### config.mk
export PLATFORM = sky130hd
export DESIGN_NAME = muldiv_controller_flat
export DESIGN_NICKNAME = d
export VERILOG_FILES = /design/src/rtl/muldiv_controller_pkg.sv /design/src/rtl/muldiv_controller_if.sv /design/src/rtl/muldiv_iter.sv /design/src/rtl/muldiv_controller.sv /design/src/flat_wrapper.sv
export SDC_FILE = /design/constraint.sdc
export NUM_CORES = 1
export LEC_CHECK = 0
export ABC_AREA = 1
export ABC_CLOCK_PERIOD_IN_PS = 4800
export CAP_MARGIN = 10
export CORE_UTILIZATION = 40
export DETAILED_ROUTE_END_ITERATION = 10
export PLACE_DENSITY = 0.72
export SYNTH_ARGS = -nofsm -noshare
export SYNTH_HDL_FRONTEND = slang
export SYNTH_SLANG_ARGS = --single-unit
### constraint.sdc
create_clock -name clock -period 4.8 [get_ports clock]
set_input_delay 0.48 -clock clock [delete_from_list [all_inputs] [get_ports clock]]
set_output_delay 0.48 -clock clock [all_outputs]
set_load 0.01 [all_outputs]
### src/rtl/muldiv_controller_pkg.sv
// Shared types for the HI/LO multiply/divide unit: op codes, FSM states, op classification.
package muldiv_controller_pkg;

  typedef enum logic [1:0] {
    MD_MULTU = 2'd0,
    MD_DIVU  = 2'd1,
    MD_MTHI  = 2'd2,
    MD_MTLO  = 2'd3
  } muldiv_op_t;

  typedef enum logic [1:0] {
    IDLE = 2'd0,
    MUL  = 2'd1,
    DIV  = 2'd2
  } muldiv_state_t;

  // True for ops that occupy the iterative datapath for WIDTH cycles.
  function automatic logic is_long_op(input muldiv_op_t op);
    return (op == MD_MULTU) || (op == MD_DIVU);
  endfunction

endpackage

### src/rtl/muldiv_controller_if.sv
// Execute/decode-side connection to the HI/LO unit; master is the pipeline, slave is the unit.
interface muldiv_controller_if #(parameter int WIDTH = 32);
  import muldiv_controller_pkg::*;

  logic             e_start;
  muldiv_op_t       e_op;
  logic [WIDTH-1:0] e_a;
  logic [WIDTH-1:0] e_b;
  logic             d_use_hilo;
  logic             stall;
  logic             busy;
  logic             done;
  logic [WIDTH-1:0] hi;
  logic [WIDTH-1:0] lo;

  modport master (
    output e_start, e_op, e_a, e_b, d_use_hilo,
    input  stall, busy, done, hi, lo
  );

  modport slave (
    input  e_start, e_op, e_a, e_b, d_use_hilo,
    output stall, busy, done, hi, lo
  );

endinterface

### src/rtl/muldiv_iter.sv
// One radix-2 iteration, purely combinational: shift-add multiply step and restoring divide step.
// acc holds the partial product / remainder, work holds the multiplier / dividend-quotient.
module muldiv_iter #(
  parameter int WIDTH = 32
) (
  input  logic [WIDTH-1:0] acc,
  input  logic [WIDTH-1:0] work,
  input  logic [WIDTH-1:0] opnd,
  output logic [WIDTH-1:0] mul_acc,
  output logic [WIDTH-1:0] mul_work,
  output logic [WIDTH-1:0] div_acc,
  output logic [WIDTH-1:0] div_work
);

  logic [WIDTH:0] mul_sum;
  logic [WIDTH:0] rem_shift;
  logic           borrow;

  always_comb begin
    // Multiply: add multiplicand when the low multiplier bit is set, then shift the pair right.
    mul_sum  = {1'b0, acc} + (work[0] ? {1'b0, opnd} : {(WIDTH+1){1'b0}});
    mul_acc  = mul_sum[WIDTH:1];
    mul_work = {mul_sum[0], work[WIDTH-1:1]};

    // Divide: bring in the next dividend bit, keep the difference only if it did not go negative.
    rem_shift = {acc, work[WIDTH-1]};
    borrow    = rem_shift < {1'b0, opnd};
    div_acc   = borrow ? rem_shift[WIDTH-1:0] : WIDTH'(rem_shift - {1'b0, opnd});
    div_work  = {work[WIDTH-2:0], ~borrow};
  end

endmodule

### src/rtl/muldiv_controller.sv
// HI/LO unit beside the execute ALU: sequences MULTU/DIVU over WIDTH edges, handles MTHI/MTLO,
// owns HI/LO and raises stall while a decode-stage HI/LO user would see a stale result.
module muldiv_controller
  import muldiv_controller_pkg::*;
#(
  parameter int WIDTH = 32
) (
  input  logic              clock,
  input  logic              reset,
  muldiv_controller_if.slave bus
);

  localparam int CW = $clog2(WIDTH);

  muldiv_state_t    state, state_nxt;
  logic [CW-1:0]    count;
  logic [WIDTH-1:0] acc, work, opnd;
  logic [WIDTH-1:0] hi_q, lo_q;
  logic             done_q;
  logic             load, commit, mt_hi, mt_lo, last;
  logic [WIDTH-1:0] mul_acc, mul_work, div_acc, div_work;
  logic [WIDTH-1:0] step_acc, step_work;

  muldiv_iter #(.WIDTH(WIDTH)) u_iter (
    .acc      (acc),
    .work     (work),
    .opnd     (opnd),
    .mul_acc  (mul_acc),
    .mul_work (mul_work),
    .div_acc  (div_acc),
    .div_work (div_work)
  );

  assign last      = (count == CW'(WIDTH - 1));
  assign step_acc  = (state == DIV) ? div_acc  : mul_acc;
  assign step_work = (state == DIV) ? div_work : mul_work;

  always_ff @(posedge clock or posedge reset) begin
    if (reset) state <= IDLE;
    else       state <= state_nxt;
  end

  always_comb begin
    state_nxt = state;
    load      = 1'b0;
    commit    = 1'b0;
    mt_hi     = 1'b0;
    mt_lo     = 1'b0;
    case (state)
      IDLE: begin
        if (bus.e_start) begin
          case (bus.e_op)
            MD_MULTU: begin state_nxt = MUL; load = 1'b1; end
            MD_DIVU:  begin state_nxt = DIV; load = 1'b1; end
            MD_MTHI:  mt_hi = 1'b1;
            MD_MTLO:  mt_lo = 1'b1;
            default:  ;
          endcase
        end
      end
      MUL, DIV: begin
        // New starts are dropped here; the stall keeps a correct pipeline from issuing them.
        if (last) begin
          state_nxt = IDLE;
          commit    = 1'b1;
        end
      end
      default: state_nxt = IDLE;
    endcase
  end

  always_ff @(posedge clock or posedge reset) begin
    if (reset) begin
      count  <= '0;
      acc    <= '0;
      work   <= '0;
      opnd   <= '0;
      hi_q   <= '0;
      lo_q   <= '0;
      done_q <= 1'b0;
    end else begin
      done_q <= commit;
      if (load) begin
        count <= '0;
        acc   <= '0;
        work  <= (bus.e_op == MD_DIVU) ? bus.e_a : bus.e_b;
        opnd  <= (bus.e_op == MD_DIVU) ? bus.e_b : bus.e_a;
      end else if (state != IDLE) begin
        count <= count + CW'(1);
        acc   <= step_acc;
        work  <= step_work;
      end
      if (commit) begin
        hi_q <= step_acc;
        lo_q <= step_work;
      end
      if (mt_hi) hi_q <= bus.e_a;
      if (mt_lo) lo_q <= bus.e_a;
    end
  end

  assign bus.busy  = (state != IDLE);
  assign bus.done  = done_q;
  assign bus.hi    = hi_q;
  assign bus.lo    = lo_q;
  assign bus.stall = bus.d_use_hilo & (bus.busy | (bus.e_start & is_long_op(bus.e_op)));

endmodule

### src/flat_wrapper.sv
// flat-port wrapper written by rule: the top's interface ports become plain ports
module muldiv_controller_flat import muldiv_controller_pkg::*;
#(
  parameter int WIDTH = 32
)
  (clock, reset, bus_e_start, bus_e_op, bus_e_a, bus_e_b, bus_d_use_hilo, bus_stall, bus_busy, bus_done, bus_hi, bus_lo);
  muldiv_controller_if #(.WIDTH(WIDTH)) bus_i ();
  input  logic clock;
  input  logic reset;
  input wire logic [$bits(bus_i.e_start)-1:0] bus_e_start;
  input wire logic [$bits(bus_i.e_op)-1:0] bus_e_op;
  input wire logic [$bits(bus_i.e_a)-1:0] bus_e_a;
  input wire logic [$bits(bus_i.e_b)-1:0] bus_e_b;
  input wire logic [$bits(bus_i.d_use_hilo)-1:0] bus_d_use_hilo;
  output wire logic [$bits(bus_i.stall)-1:0] bus_stall;
  output wire logic [$bits(bus_i.busy)-1:0] bus_busy;
  output wire logic [$bits(bus_i.done)-1:0] bus_done;
  output wire logic [$bits(bus_i.hi)-1:0] bus_hi;
  output wire logic [$bits(bus_i.lo)-1:0] bus_lo;
  assign bus_i.e_start = bus_e_start;
  assign bus_i.e_op = bus_e_op;
  assign bus_i.e_a = bus_e_a;
  assign bus_i.e_b = bus_e_b;
  assign bus_i.d_use_hilo = bus_d_use_hilo;
  assign bus_stall = bus_i.stall;
  assign bus_busy = bus_i.busy;
  assign bus_done = bus_i.done;
  assign bus_hi = bus_i.hi;
  assign bus_lo = bus_i.lo;
  muldiv_controller #(.WIDTH(WIDTH)) u_core (.clock(clock), .reset(reset), .bus(bus_i));
endmodule
==> results of run 1 <==
## final timing paths
| path | end | cells after the start | start | slack, ps |
|---|---|---|---|---|
| setup / recovery | bus_stall | 8 | u_core.state[0]$_DFFE_PP0P_ | 1420 |
| hold / removal | u_core.count[3]$_DFFE_PP0P_ | 1 | u_core.count[3]$_DFFE_PP0P_ | 490 |
| setup reg to reg | u_core.bus.hi[31]$_DFFE_PP0P_ | 16 | u_core.work[0]$_DFFE_PP0P_ | 1530 |
| hold reg to reg | u_core.count[3]$_DFFE_PP0P_ | 1 | u_core.count[3]$_DFFE_PP0P_ | 490 |
| max in group asynchronous | u_core.bus.hi[13]$_DFFE_PP0P_ | 3 | reset | 3120 |
| min in group asynchronous | u_core.bus.lo[5]$_DFFE_PP0P_ | 2 | reset | 590 |
## registers in the layout (all words and copies together) (netlist names)
| name | flops |
|---|---|
| u_core.opnd | 32 |
| u_core.bus.lo | 32 |
| u_core.acc | 32 |
| u_core.bus.hi | 32 |
| u_core.count | 5 |
| u_core.state | 2 |
| u_core.bus.done | 1 |
| u_core.work | 32 |
## area by class of cell
class / count / share of cell area, %
tap: 442 / 3.54
clock inverter: 10 / 1.23
sequential: 168 / 26.9
timing repair buffer: 156 / 9.76
inverter: 317 / 7.64
multi-input combinational: 1454 / 47.9
clock buffer: 22 / 3.04
## power breakdown
part	switching (mW)	internal, mW
registers	0.572	2.08
clock network	0.624	0.969
logic	4.67	2.65
total	5.87	5.70
## synthesized netlist by cell type (3+ instances only)
master      n
nand2_2     7
nor3_1     12
or2_2       6
ha_1       68
a21oi_1    87
xor2_1      7
nand3b_1    9
xnor2_1     8
a221oi_1   18
o21bai_1    6
nand3_1   173
buf_6       5
inv_1     313
o21ai_1     4
o211ai_1   36
o21ai_0   140
o21a_1      8
a22oi_1    24
clkbuf_1   54
o221ai_1   28
dfrtp_1   168
buf_2      13
nand4_1    21
nand2_1   636
nor2_2      5
a21o_1      3
buf_1       4
nor2_1    123
## metal layers
layer,track usage (%),wire length [um],up-vias
li1,-,-,6738
met1,38.6,20500,6561
met2,43.7,20700,689
met3,4.28,4030,93
met4,11.1,1600,0
met5,0,0,-
## per-stage QoR
step,hold slack [ps],util [%],instance area [um2],total power [mW],instances
2_1_floorplan,451,-,13200,7.55,2016
3_3_place_gp,482,46.1,15000,9.73,2537
4_1_cts,491,48.1,15600,11.5,2569
5_1_grt,524,48.1,15600,12.5,2569
6_report,493,48.1,15600,11.6,2569
3_5_place_dp,475,46.1,15000,9.82,2537
## kinds of logic after synthesis
kind of cell             share of synthesized area [%]
buffers and inverters                             11.6
adder cells (fa/ha/maj)                           6.75
AND/OR/NAND/NOR                                   31.8
AO/OA/AOI/OAI                                     16.9
flip-flops                                        31.9
XOR/XNOR                                         0.996
==> impl_metrics.toml, run 1 <==
[place]
hpwl_mm = 35.7
dpl_worst_slack_ps = 1640
routabilityCongestion = 0.958
port-buffer-count = 136

[worst_setup_path]
cp_cell_sequence = "inv_1 -> ha_1 -> buf_4 -> nand2_1 -> buf_4 -> inv_2 -> nor2_1 -> clkdlybuf4s50_1"
critPathSlowestCell = "clkdlybuf4s50_1"
crit_arrival_ps = 2900
cp-end-kind = "primary output"
path_common_cell = "buf_4"
critPathBufInv = 5
crit_type = "reg2out"
cp.required_ps = 4320
cpPeakStageDelay_ps = 490
path_max_fanout = 35
cp-start-kind = "flop"
critPathTopFamily = "buffers and inverters"

[logic_synthesis]
synth_ff_type = "dfrtp_1"
avgSynthCellArea_um2 = 6.54
synth_top_area_share_pct = 31.9
yosysTopAreaCell = "dfrtp_1"
synth_area_mm2 = 0.0132
syn_nets = 2156
synth_seq_cells = 168
synth_edf_count = 0
synthArstFlopShare_pct = 100
synthCells = 2016
synthTopCellsByArea = "dfrtp_1, nand2_1, inv_1"
yosysWarningCount = 0
yosysSeqAreaShare_pct = 31.9
synth.lib_cells_used.distinct = 49

[die]
die_w_um = 184
die_area_mm2 = 0.0337
fp.coreArea_mm2 = 0.0325
io_pins = 137
die_y_um = 184
start_util_pct = 40.7
row_count = 66

[cts]
cts_made_buffers = 17
clock-sinks = 168
cts_tree = "built"
ctsResizeCount = 0
cts_hold_buffers = 0
cts_setup_buffers = 0
clk_pin_slew_ps = 60
clock_latency_ps = 440
cts_root_buf = "clkbuf_16"
clock_path_buffers = 2
h-tree-depth = 4

[timing]
tightest_slew_ps = 1230
relSlewSlack_pct = 17.8
fin_skew_ps = 10.9
setup_slack_ps = 1420
maxSlewViolCount = 0
setup_tns_ps = 0
max_freq_mhz = 296
hold_viol = 0
finalCriticalPeriod_ps = 3380
setup_viol = 0
rsz0062_at_grt = "false"
fin_crit_sh_pct = 70.4

[detailed_routing]
drtAntennaViolNets = 0
dr.pass1.iters = 5
dr.first_iter.drc_count = 1217
drc = 0
drt_wl_total_mm = 46.7
vias_per_cell = 5.48
vias = 14081
routedWlPerCell_um = 18.2

[global_route]
gr-total-overflow = 0
grt_pass1_wl_mm = 72.8
grt_pass1_vias = 13343
grt_max_degree = 63
antenna_found_initial = 1
grtUsageTotal_pct = 27.9

[cells_and_area]
drive_gt1_share_pct = 4.18
syn_to_final_growth_pct = 18.4
antenna-diode-count = 0
layout_common_cells = "nand2_1, inv_1, nand3_1"
seq_area_mm2 = 0.00420
multiInputGateArea_mm2 = 0.00748
nets = 2254
layout_commonest_cell = "nand2_1"
nFillCells = 3202

[run_status]
status = "finished clean"

[min_path]
min_path_type = "reg2reg"

[power]
ir_worst_vdd_mv = 0.453
power_density_mw_per_mm2 = 741
p_leak_nw = 7.93

[flow_run]
max-cap-violations = 0
No activity file was read; power rests on OpenSTA's default activity.
==> run 2: changes to the inputs <==
Settings changed: ABC_CLOCK_PERIOD_IN_PS 4800 to 3270, PLACE_DENSITY 0.72 to 0.7.
Clock period 4.8 ns to 3.27 ns, I/O delays scaled along.
==> impl_metrics.toml, run 2 (synthesis gave the netlist of run 1 again) <==
[run_status]
status = "finished clean"

[worst_setup_path]
reg2reg_depth = 10
crit_arrival_ps = 3240
cp.required_ps = 3650
crit_type = "reg2reg"
path_depth = 10
cpPeakStageDelay_ps = 610
cp-end-kind = "flop"
critPathSlowestCell = "inv_1"
cp-start-kind = "flop"
critPathTopFamily = "buffers and inverters"
critPathBufInv = 4
cp_cell_sequence = "inv_1 -> ha_1 -> nand2_1 -> nor2_1 -> inv_1 -> nor2_1 -> inv_1 -> o21ai_0 -> inv_1 -> nand2_1"
path_common_cell = "inv_1"
path_max_fanout = 30

[cts]
clk_pin_slew_ps = 70
cts_root_buf = "clkbuf_16"
h-tree-depth = 4
clock_latency_ps = 450
clock-sinks = 168
cts_made_buffers = 17
cts_setup_buffers = 0
cts_hold_buffers = 0
clock_path_buffers = 2
cts_tree = "built"
ctsResizeCount = 0

[power]
power_mw = 17.3
p_leak_nw = 7.97
power_density_mw_per_mm2 = 1100
ir_worst_vdd_mv = 0.490

[flow_run]
max-cap-violations = 0

[die]
die_area_mm2 = 0.0337
die_y_um = 184
start_util_pct = 40.7
die_w_um = 184
row_count = 66
fp.coreArea_mm2 = 0.0325
io_pins = 137

[global_route]
grt_pass1_vias = 13468
grt_pass1_wl_mm = 76.2
antenna_found_initial = 0
gr-total-overflow = 0
grt_max_degree = 77
grtUsageTotal_pct = 29.7

[timing]
tightest_slew_ps = 1230
fin_crit_sh_pct = 87.3
finalCriticalPeriod_ps = 2860
fin_skew_ps = 8.75
setup_slack_ps = 415
setup_tns_ps = 0
hold_viol = 0
setup_viol = 0
maxSlewViolCount = 0
relSlewSlack_pct = 18.0
max_freq_mhz = 350
rsz0062_at_grt = "false"

[detailed_routing]
vias_per_cell = 5.51
routedLengthMet1_mm = 22.2
dr.pass1.iters = 5
drc = 0
drtAntennaViolNets = 0
met2_length_mm = 21.9
highest_layer = "met4"
drt_wl_total_mm = 49.3
wl_met3_mm = 3.99
routedWlPerCell_um = 19.1
vias = 14198
dr.first_iter.drc_count = 1298

[cells_and_area]
layout_common_cells = "nand2_1, inv_1, nand3_1"
finalNonFillerCells = 2576
nets = 2264
seq_area_mm2 = 0.00420
drive_gt1_share_pct = 4.59
fin_area_mm2 = 0.0157
antenna-diode-count = 0
nFillCells = 3324
layout_commonest_cell = "nand2_1"
multiInputGateArea_mm2 = 0.00748
syn_to_final_growth_pct = 18.9

[place]
placed_area_mm2 = 0.0151
placedCellCount = 2547
routabilityCongestion = 0.961
dpl_worst_slack_ps = 277
hpwl_mm = 37.8
port-buffer-count = 136

[min_path]
min_path_type = "in2async"
-- run 2: cell count changes in the layout (fill, tap and decap cells not counted), sizes merged --
cell    before  now
buf         20   30
bufinv       5    4
clkbuf      22   19
clkinv       5    4
inv        314  316
-- run 2: path summary, 6_finish.rpt --
path                                            endpoint  slack (ps)                          from
min in group clock          u_core.bus.lo[8]$_DFFE_PP0P_         500  u_core.bus.lo[8]$_DFFE_PP0P_
max in group asynchronous  u_core.bus.lo[30]$_DFFE_PP0P_        2280                         reset
min reg2reg                 u_core.bus.lo[8]$_DFFE_PP0P_         500  u_core.bus.lo[8]$_DFFE_PP0P_
max                        u_core.bus.hi[24]$_DFFE_PP0P_         410   u_core.state[1]$_DFFE_PP0P_
max reg2reg                u_core.bus.hi[24]$_DFFE_PP0P_         410   u_core.state[1]$_DFFE_PP0P_
min                         u_core.bus.lo[5]$_DFFE_PP0P_         220                         reset
-- run 2: final cells by class --
type	instances	share of cell area, %
Sequential cell	168	26.8
Tap cell	442	3.53
Clock inverter	10	1.08
Timing Repair Buffer	166	10.4
Inverter	317	7.61
Clock buffer	19	2.89
Multi-Input combinational cell	1454	47.7
-- run 2: routing by layer --
layer / up-vias / GRT usage, %
met5: - / 0
met4: 0 / 9.60
met3: 64 / 4.02
met2: 645 / 46.2
met1: 6705 / 42.4
li1: 6784 / -
-- run 2: through the flow --
step | util, % | hold slack (ps)
after floorplan | - | 451
after global placement | 46.4 | 472
after detailed placement | 46.4 | 482
after CTS | 48.3 | 220
after global routing | 48.3 | 251
final | 48.3 | 216
-- run 2: where the power goes --
group | internal (mW) | switching [mW]
clock network | 1.31 | 0.908
registers | 3.05 | 0.877
logic | 4.01 | 7.14
total | 8.38 | 8.93
==> run 3: changes to the inputs <==
Settings changed: ABC_AREA 1 to default.
==> impl_metrics.toml, run 3 <==
[run_status]
status = "finished clean"

[logic_synthesis]
synth_area_mm2 = 0.0123
synth_top_area_share_pct = 34.2
synth_edf_count = 0
synthArstFlopShare_pct = 100
synthTopCellsByArea = "dfrtp_1, ha_1, mux2i_1"
yosysSeqAreaShare_pct = 34.2
synthCells = 1490
synth.lib_cells_used.distinct = 73
synth_ff_type = "dfrtp_1"
synth_seq_cells = 168
syn_nets = 1630
synth_commonest_cells = "dfrtp_1, nand2_1, a21oi_1"
post-synth-top-count-cell = "dfrtp_1"
avgSynthCellArea_um2 = 8.26
yosysWarningCount = 0
yosysTopAreaCell = "dfrtp_1"

[cts]
h-tree-depth = 4
cts_hold_buffers = 0
cts_root_buf = "clkbuf_16"
clk_pin_slew_ps = 70
cts_made_buffers = 17
cts_tree = "built"
clock_path_buffers = 2
clock-sinks = 168
clock_latency_ps = 450

[die]
fp.coreArea_mm2 = 0.0300
die_w_um = 177
die_area_mm2 = 0.0315
row_count = 63
die_y_um = 177
start_util_pct = 41.1
io_pins = 137

[power]
power_density_mw_per_mm2 = 1100
ir_worst_vdd_mv = 0.557
p_leak_nw = 7.06

[global_route]
grt_max_degree = 108
grt_pass1_wl_mm = 66.9
grt_pass1_vias = 11951
gr-total-overflow = 0
antenna_found_initial = 0
grtUsageTotal_pct = 27.4

[place]
hpwl_mm = 31.9
port-buffer-count = 136
placedCellCount = 2072
routabilityCongestion = 0.961
dpl_worst_slack_ps = -411

[worst_setup_path]
crit_type = "reg2reg"
cp.required_ps = 3570
reg2reg_depth = 13
critical_path.startpoint = "u_core.opnd[0]$_DFFE_PP0P_"
r2r-start = "u_core.opnd[0]$_DFFE_PP0P_"
r2r_slack_ps = 70
reg2reg_to = "u_core.bus.hi[29]$_DFFE_PP0P_"
crit_arrival_ps = 3500
cp-start-kind = "flop"
cp-end-kind = "flop"
path_max_fanout = 4

[flow_run]
max-cap-violations = 0

[cells_and_area]
seq_area_mm2 = 0.00420
finalNonFillerCells = 2109
syn_to_final_growth_pct = 29.5
nets = 1846
antenna-diode-count = 0
multiInputGateArea_mm2 = 0.00781
layout_common_cells = "dfrtp_1, nand2_1, buf_4"
layout_commonest_cell = "dfrtp_1"
nFillCells = 2772
drive_gt1_share_pct = 15.3

[timing]
setup_viol = 0
holdWs_ps = 247
finalCriticalPeriod_ps = 3200
hold_viol = 0
tightest_slew_ps = 1140
fin_crit_sh_pct = 97.8
fin_skew_ps = 10.3
maxSlewViolCount = 0
relSlewSlack_pct = 24.0
setup_slack_ps = 71.5
max_freq_mhz = 313
rsz0062_at_grt = "true"

[detailed_routing]
drc = 0
routedWlPerCell_um = 20.3
dr.pass1.iters = 5
vias_per_cell = 5.88
drtAntennaViolNets = 0
vias = 12410
drt_wl_total_mm = 42.7
dr.first_iter.drc_count = 1089

[min_path]
min_path_type = "in2async"
[run 3: changes by cell type after synthesis, moves of 33 or more]
| cell | change |
|---|---|
| nand3_1 | -140 |
| and2_1 | +33 |
| nand2_1 | -476 |
| a21oi_1 | +48 |
| o21ai_1 | +44 |
| mux2i_1 | +85 |
| inv_1 | -263 |
[run 3: kinds of logic (layout without fill, tap and decap cells)]
family                     after synthesis  in the layout  share of synthesized area, %
AOI/OAI and AO/OA                      494            494                          24.8
xor gates and xnor gates                52             52                          3.70
adders and majority gates               70             70                          7.24
buffers and inverters                  147            376                          4.75
DFF                                    168            168                          34.2
muxes                                  100            100                          8.35
and+or+nand+nor                        459            459                          16.9
[run 3: through the flow]
| stage | area, um2 | total power [mW] | utilization [%] | setup TNS [ps] |
|---|---|---|---|---|
| final | 15900 | 17.6 | 53.2 | 0 |
| after global routing | 15900 | 18.7 | 53.2 | -161 |
| after CTS | 15700 | 17.0 | 52.3 | 0 |
| after detailed placement | 15000 | 14.7 | 50.1 | -1400 |
| after global placement | 15000 | 14.6 | 50.1 | -1010 |
| after floorplan | 12300 | 10.2 | - | 0 |
[run 3: worst max path at each step]
stage | to | slack [ps]
after global routing | u_core.bus.hi[17]$_DFFE_PP0P_ | -40
after CTS | u_core.bus.hi[28]$_DFFE_PP0P_ | 7
after global placement | u_core.bus.hi[30]$_DFFE_PP0P_ | -370
after detailed placement | u_core.bus.hi[30]$_DFFE_PP0P_ | -410
final | u_core.bus.hi[29]$_DFFE_PP0P_ | 70
after floorplan | u_core.bus.hi[29]$_DFFE_PP0P_ | 280
[run 3: metal layers]
metal	global-route usage, %	share of wire (%)
met4	7.44	1.8
met1	39.5	45
met2	41.8	45
met5	0	0
met3	5.08	8.6
[run 3: area by class of cell]
| type | count | area share, % |
|---|---|---|
| clock inverters | 13 | 1.07 |
| inverters | 53 | 1.27 |
| well taps | 390 | 3.06 |
| multi-input cells | 1175 | 49.0 |
| flip-flops and latches | 168 | 26.4 |
| clock buffers | 19 | 2.84 |
| repair buffers | 291 | 16.3 |
[run 3: worst max-delay path, stage by stage (launching register included)]
cell	delay, ps
dfrtp_1	380
buf_4	130
and2_1	140
ha_1	200
fa_2	360
a211oi_2	290
nor4_2	110
o21ai_1	170
nand3_2	170
a211oi_1	420
o41ai_1	180
xor2_1	160
o21ai_1	230
o21ai_1	100
[run 3: timing repair]
item	CTS	global route
gates resized for setup	8	49
pin swaps	2	12
endpoints found under the setup margin	18	55
buffers inserted	0	5
[run 3: power by group]
| part | internal, mW | leakage (nW) | total [mW] | switching, mW |
|---|---|---|---|---|
| clock network | 1.25 | 0.296 | 2.17 | 0.917 |
| logic | 5.14 | 4.68 | 11.6 | 6.47 |
| registers | 3.02 | 2.08 | 3.81 | 0.786 |
